<file path="src/rtl/neuron_host_sequencer.sv">
// Host-side sequencer: buffers N_WORDS data words plus a threshold from a valid/ready
// stream, then replays them to the neuron engine. Optional build macro: HOST_TIMEOUT_EN.
module neuron_host_sequencer #(
  parameter int DATA_W        = 8,
  parameter int RES_W         = 8,
  parameter int N_WORDS       = 64,
  parameter int CS_SETUP      = 2,
  parameter int THRESH_CYCLES = 3,
  parameter int TIMEOUT       = 255
) (
  input  logic              clk,
  input  logic              rst,
  input  logic              start,
  input  logic              in_valid,
  input  logic [DATA_W-1:0] in_data,
  output logic              in_ready,
  output logic              eng_chip_sel,
  output logic              eng_wr_en,
  output logic [DATA_W-1:0] eng_data,
  input  logic              eng_output_ready,
  input  logic [RES_W-1:0]  eng_result,
  output logic [RES_W-1:0]  result,
  output logic              done,
  output logic              busy,
  output logic              timeout_err
);

  localparam int IDX_W = $clog2(N_WORDS + 1);
  localparam int AW    = (N_WORDS > 1) ? $clog2(N_WORDS) : 1;
  localparam int TW    = $clog2(TIMEOUT + 1);

  typedef enum logic [2:0] {
    S_IDLE     = 3'd0,
    S_LOAD     = 3'd1,
    S_CS_WAIT  = 3'd2,
    S_BURST    = 3'd3,
    S_THRESH   = 3'd4,
    S_WAIT_RES = 3'd5,
    S_RELEASE  = 3'd6
  } state_t;

  state_t              state_r, state_nx;
  logic [IDX_W-1:0]    idx_r, idx_nx;
  logic [TW-1:0]       cnt_r, cnt_nx;
  logic [1:0]          rst_pipe_r;
  logic                arst_s;
  logic                hs_s;
  logic                cap_s;
  logic [DATA_W-1:0]   data_nx;
  logic [DATA_W-1:0]   thresh_r;
  logic [DATA_W-1:0]   buf_r [0:N_WORDS-1];
  logic                in_ready_r, chip_sel_r, wr_en_r, done_r, busy_r;
  logic [DATA_W-1:0]   eng_data_r;
  logic [RES_W-1:0]    result_r;
`ifdef HOST_TIMEOUT_EN
  logic                tmo_s;
  logic                timeout_err_r;
`endif

  // Reset synchroniser: assertion is immediate, release follows two clock edges.
  always_ff @(posedge clk or posedge rst) begin
    if (rst) rst_pipe_r <= 2'b11;
    else     rst_pipe_r <= {rst_pipe_r[0], 1'b0};
  end

  assign arst_s = rst_pipe_r[1];

  // State and counter registers.
  always_ff @(posedge clk or posedge arst_s) begin
    if (arst_s) begin
      state_r <= S_IDLE;
      idx_r   <= {IDX_W{1'b0}};
      cnt_r   <= {TW{1'b0}};
    end else begin
      state_r <= state_nx;
      idx_r   <= idx_nx;
      cnt_r   <= cnt_nx;
    end
  end

  // Next-state, counter and engine data decode.
  always_comb begin
    state_nx = state_r;
    idx_nx   = idx_r;
    cnt_nx   = cnt_r;
    cap_s    = 1'b0;
    hs_s     = in_ready_r & in_valid;
`ifdef HOST_TIMEOUT_EN
    tmo_s    = 1'b0;
`endif
    case (state_r)
      S_IDLE: begin
        idx_nx = {IDX_W{1'b0}};
        cnt_nx = {TW{1'b0}};
        if (start) state_nx = S_LOAD;
        else       state_nx = S_IDLE;
      end
      S_LOAD: begin
        if (hs_s && (idx_r == IDX_W'(N_WORDS))) begin
          state_nx = S_CS_WAIT;
          idx_nx   = {IDX_W{1'b0}};
          cnt_nx   = {TW{1'b0}};
        end else if (hs_s) begin
          idx_nx = idx_r + IDX_W'(1);
        end else begin
          idx_nx = idx_r;
        end
      end
      S_CS_WAIT: begin
        if (cnt_r == TW'(CS_SETUP - 1)) begin
          state_nx = S_BURST;
          idx_nx   = {IDX_W{1'b0}};
          cnt_nx   = {TW{1'b0}};
        end else begin
          cnt_nx = cnt_r + TW'(1);
        end
      end
      S_BURST: begin
        if (idx_r == IDX_W'(N_WORDS - 1)) begin
          state_nx = S_THRESH;
          idx_nx   = {IDX_W{1'b0}};
          cnt_nx   = {TW{1'b0}};
        end else begin
          idx_nx = idx_r + IDX_W'(1);
        end
      end
      S_THRESH: begin
        if (cnt_r == TW'(THRESH_CYCLES - 1)) begin
          state_nx = S_WAIT_RES;
          cnt_nx   = {TW{1'b0}};
        end else begin
          cnt_nx = cnt_r + TW'(1);
        end
      end
      S_WAIT_RES: begin
        if (eng_output_ready) begin
          state_nx = S_RELEASE;
          cap_s    = 1'b1;
        end
`ifdef HOST_TIMEOUT_EN
        else if (cnt_r == TW'(TIMEOUT - 1)) begin
          state_nx = S_RELEASE;
          tmo_s    = 1'b1;
        end else begin
          cnt_nx = cnt_r + TW'(1);
        end
`else
        else begin
          state_nx = S_WAIT_RES;
        end
`endif
      end
      S_RELEASE: state_nx = S_IDLE;
      default:   state_nx = S_IDLE;
    endcase

    // Outputs are decoded from the next state so the registered copy lines up with state_r.
    case (state_nx)
      S_BURST:  data_nx = buf_r[idx_nx[AW-1:0]];
      S_THRESH: data_nx = thresh_r;
      default:  data_nx = {DATA_W{1'b0}};
    endcase
  end

  // Registered host and engine outputs.
  always_ff @(posedge clk or posedge arst_s) begin
    if (arst_s) begin
      in_ready_r <= 1'b0;
      chip_sel_r <= 1'b0;
      wr_en_r    <= 1'b0;
      eng_data_r <= {DATA_W{1'b0}};
      done_r     <= 1'b0;
      busy_r     <= 1'b0;
      result_r   <= {RES_W{1'b0}};
    end else begin
      in_ready_r <= (state_nx == S_LOAD);
      chip_sel_r <= (state_nx == S_CS_WAIT) || (state_nx == S_BURST) ||
                    (state_nx == S_THRESH)  || (state_nx == S_WAIT_RES);
      wr_en_r    <= (state_nx == S_BURST) || (state_nx == S_THRESH);
      eng_data_r <= data_nx;
      done_r     <= cap_s;
      busy_r     <= (state_nx != S_IDLE);
      if (cap_s) result_r <= eng_result;
      else       result_r <= result_r;
    end
  end

  // Threshold register, loaded by the final handshake of LOAD.
  always_ff @(posedge clk or posedge arst_s) begin
    if (arst_s)                                    thresh_r <= {DATA_W{1'b0}};
    else if (hs_s && (idx_r == IDX_W'(N_WORDS)))  thresh_r <= in_data;
    else                                           thresh_r <= thresh_r;
  end

  // Word buffer; contents are always rewritten before they are replayed.
  always_ff @(posedge clk) begin
    if (hs_s && (idx_r != IDX_W'(N_WORDS))) buf_r[idx_r[AW-1:0]] <= in_data;
  end

`ifdef HOST_TIMEOUT_EN
  // Sticky timeout flag, cleared when a new inference is accepted.
  always_ff @(posedge clk or posedge arst_s) begin
    if (arst_s)                           timeout_err_r <= 1'b0;
    else if (state_r == S_IDLE && start)  timeout_err_r <= 1'b0;
    else if (tmo_s)                       timeout_err_r <= 1'b1;
    else                                  timeout_err_r <= timeout_err_r;
  end
  assign timeout_err = timeout_err_r;
`else
  assign timeout_err = 1'b0;
`endif

  assign in_ready     = in_ready_r;
  assign eng_chip_sel = chip_sel_r;
  assign eng_wr_en    = wr_en_r;
  assign eng_data     = eng_data_r;
  assign done         = done_r;
  assign busy         = busy_r;
  assign result       = result_r;

endmodule

</file>
<file path="config.mk">
export PLATFORM = sky130hd
export DESIGN_NAME = neuron_host_sequencer
export DESIGN_NICKNAME = d
export VERILOG_FILES = /design/src/rtl/neuron_host_sequencer.sv
export SDC_FILE = /design/constraint.sdc
export NUM_CORES = 1
export LEC_CHECK = 0
export ABC_CLOCK_PERIOD_IN_PS = 3100
export CORE_ASPECT_RATIO = 1.75
export CORE_MARGIN = 8
export CORE_UTILIZATION = 65
export DETAILED_ROUTE_END_ITERATION = 7
export PLACE_DENSITY = 0.83
export SETUP_SLACK_MARGIN = 0.3
export SLEW_MARGIN = 30
export SYNTH_ARGS = -nofsm -noshare
export SYNTH_HDL_FRONTEND = slang
export SYNTH_SLANG_ARGS = --single-unit
export TNS_END_PERCENT = 50
</file>
<file path="constraint.sdc">
create_clock -name clk -period 3.1 [get_ports clk]
set_clock_uncertainty 0.05 [all_clocks]
set_input_delay 0.62 -clock clk [delete_from_list [all_inputs] [get_ports clk]]
set_output_delay 0.62 -clock clk [all_outputs]
set_load 0.01 [all_outputs]
</file>
==> flow_summary.toml <==
[setup_path]
crit_path_start = "idx_r[0]"
timing.rr.end = "eng_data[7]"
crit_path_top_delay_cell = "dfrtp_1"
crit_chain = "ha_1 > and3b_1 > a211oi_1 > buf_4 > a221oi_4 > buf_4 > buf_6 > and3_1 > a211oi_1 > a2111oi_2 > buf_4 > a221oi_4 > nand4_1 > buf_4 > o211a_1"
worstPathRequired_ps = 3500
cp_slowest_stage_delay_ps = 410
path_class = "register to register"
crit_top_cell = "buf_4"
arrival_ps = 3870
r2r.worst_path.cells = 15
cp-start-kind = "register"
end_kind = "register"
path_max_fanout = 22
r2r-start = "idx_r[0]"
regToRegSetupSlack_ps = -360

[floorplanning]
num_io_pins = 43
num_rows = 91
dieArea_um2 = 42200
dieHeight_um = 266
core-area_um2 = 35200
start_util_pct = 65.9
die_x_um = 159

[final_layout]
final_nets = 1964
layout_commonest_cell = "edfxtp_1"
fin_util_pct = 79.0
n_antenna_cell = 0
seq_area_um2 = 16600
most-common-layout-cells = "512 x edfxtp_1, 305 x nand2_1, 229 x buf_4, 96 x nand3_1, 94 x and3_1"
num-fill-cells = 1813
multi_input_area_um2 = 6400
instances_no_fill = 2437
syn2layout_area_growth_pct = 19.8
drive_above_1_share_pct = 22.8

[pwr]
ir_drop_v = 0.000581
power_w = 0.0244
powerDensity_nw_per_um2 = 879
leakage_nw = 10.1

[route]
avgRoutedWirePerCell_um = 27.0
firstDrtPassIters = 6
antenna_left = 0
drc = 0
drt-total-wl_um = 65800
drt-initial-drc-count = 2274
vias = 16470
routed_via_density = 6.76

[logic_synthesis]
syn-cell-area_um2 = 23200
synth_cell_types = 66
ys.flop_type = "edfxtp_1"
synth_area_leader_cell = "edfxtp_1"
synth_top_family_by_area = "simple AND/OR/NAND/NOR gates"
synth_cells = 1713
synth.area.top_cells = "edfxtp_1 66%, dfrtp_1 5.1%, nand2_1 4.9%"
ys_warn_count = 0
synthSimpleGateAreaFrac_pct = 12.8
yosysTopAreaCellShare_pct = 66.3
synth_mux_area_share_pct = 2.16
avgSynthCellArea_um2 = 13.5
synth_fa_ha_area_share_pct = 0.270
ys_async_sr_fraction_pct = 8.73
synth_edf_count = 512
synthXorXnorAreaFrac_pct = 0.0755
synth-compound-area-share_pct = 10.2
yosys_register_bits = 561
synth_seq_area_share_pct = 71.6

[timing]
fmax_mhz = 289
relSlewSlack_pct = 38.0
finalSetupViolCount = 8
finalHoldViolCount = 0
timing.final.crit_share_pct = 112
fin_crit_ps = 3460
slew_violations = 0
tns_ps = -2360
rsz0062_at_grt = "yes"
tightestPinTransition_ps = 929
worst_slack_ps = -365

[cts]
insertion_delay_ps = 570
htree_levels = 2
cts_made_buffers = 47
cts_buffer_depth = 3
cts-root-buf = "clkbuf_16"
cts_sinks = 561
clk_pin_slew_ps = 70
cts_tree = "done"

[global_route]
grt_pass1_vias = 16624
grt_pass1_wl_um = 98100
grt_start_max_net_pins = 66
grt.overflow.total = 0
antenna_found_initial = 0
grt.total_usage_pct = 30.6

[placement]
dp_cells = 2346
portBuffers = 41
dpl.hpwl_um = 40300
place_congestion = 1.00

[job]
cap_violations = 0

[run_status]
failed_checks = "setup timing"
status = "finished, violations left"

[worst_hold_path]
hold_class = "register to asynchronous set/reset pin"
==> flip-flops by register name, summed over array words and instances, names as in the netlist <==
signal and cells:
eng_data 8, buf_r 512, in_ready 1, eng_wr_en 1, cnt_r 8, rst_pipe_r 2, thresh_r 8, busy 1
eng_chip_sel 1, result 8, state_r 3, done 1, idx_r 7
==> stage by stage <==
step                      setup slack, ps  hold WS, ps  cell area [um^2]
after floorplan                       308          295             23200
after global placement               -625          300             25700
after detailed placement             -649          300             25700
after CTS                            -219          312             27700
after global routing                 -439          314             27800
final                                -365          297             27800
==> worst max-delay path by stage <==
stage | end | slack, ps | cells past startpoint
final | eng_data[7] | -360 | 15
after global routing | eng_data[0] | -440 | 12
after CTS | eng_data[7] | -220 | 12
after detailed placement | eng_data[7] | -650 | 13
after global placement | eng_data[7] | -620 | 14
after floorplan | eng_data[1] | 310 | 13
==> repair_timing <==
| action | in CTS | in global routing |
|---|---|---|
| gates cloned | 3 | 0 |
| resized for setup | 77 | 24 |
| pin swaps | 15 | 12 |
| buffers inserted | 4 | 1 |
| endpoints found under the hold margin | 0 | 0 |
| setup endpoints to repair | 8 | 8 |
| hold buffers | 0 | 0 |
==> cells in the mapped netlist, types with 30 or more instances <==
cell      count
dfrtp_1      47
and3_1       94
a31oi_1      65
clkbuf_1     71
nand2_1     305
nand3_1      97
mux2i_1      32
nor2_1       78
edfxtp_1    512
a211oi_1     90
a311oi_1     30
buf_2        38
==> layout make-up <==
class / count / share of cell area [%]
sequential: 561 / 59.7
multi-input combinational: 1012 / 23.0
timing repair buffer: 298 / 9.43
clock buffer: 60 / 4.59
tap: 465 / 2.09
clock inverter: 23 / 0.792
inverter: 16 / 0.279
timing repair inverter: 2 / 0.0630
==> per-layer routing <==
layer | vias up | track usage [%] | routed length, um
met5 | - | 0 | 0
li1 | 6992 | - | -
met1 | 7955 | 34.0 | 21200
met2 | 1215 | 53.7 | 33700
met4 | 0 | 19.6 | 4670
met3 | 308 | 5.44 | 6310
==> kinds of logic (layout without fill, tap and decap cells) <==
group,after synthesis,count (layout)
fa+ha+maj,5,5
simple gates,642,642
buf+inv,141,399
xor+xnor,2,2
flops,561,561
compound gates,313,313
other cells,1,2
mux,48,48
==> power by group <==
part           switching, W  leakage [nW]  internal, W
logic               0.00623          4.10      0.00378
clock network       0.00262         0.733      0.00324
registers          0.000111          5.26      0.00845
total               0.00896          10.1       0.0155
==> worst max-delay path, delay by kind of cell (launching register included) <==
kind | cells | cell delay, ps
AO/OA/AOI/OAI | 6 | 1040
adder cells (fa/ha/maj) | 1 | 240
buffers and inverters | 5 | 890
flip-flops | 1 | 410
AND/OR/NAND/NOR | 3 | 730
Power figures use the tool's default switching activity.
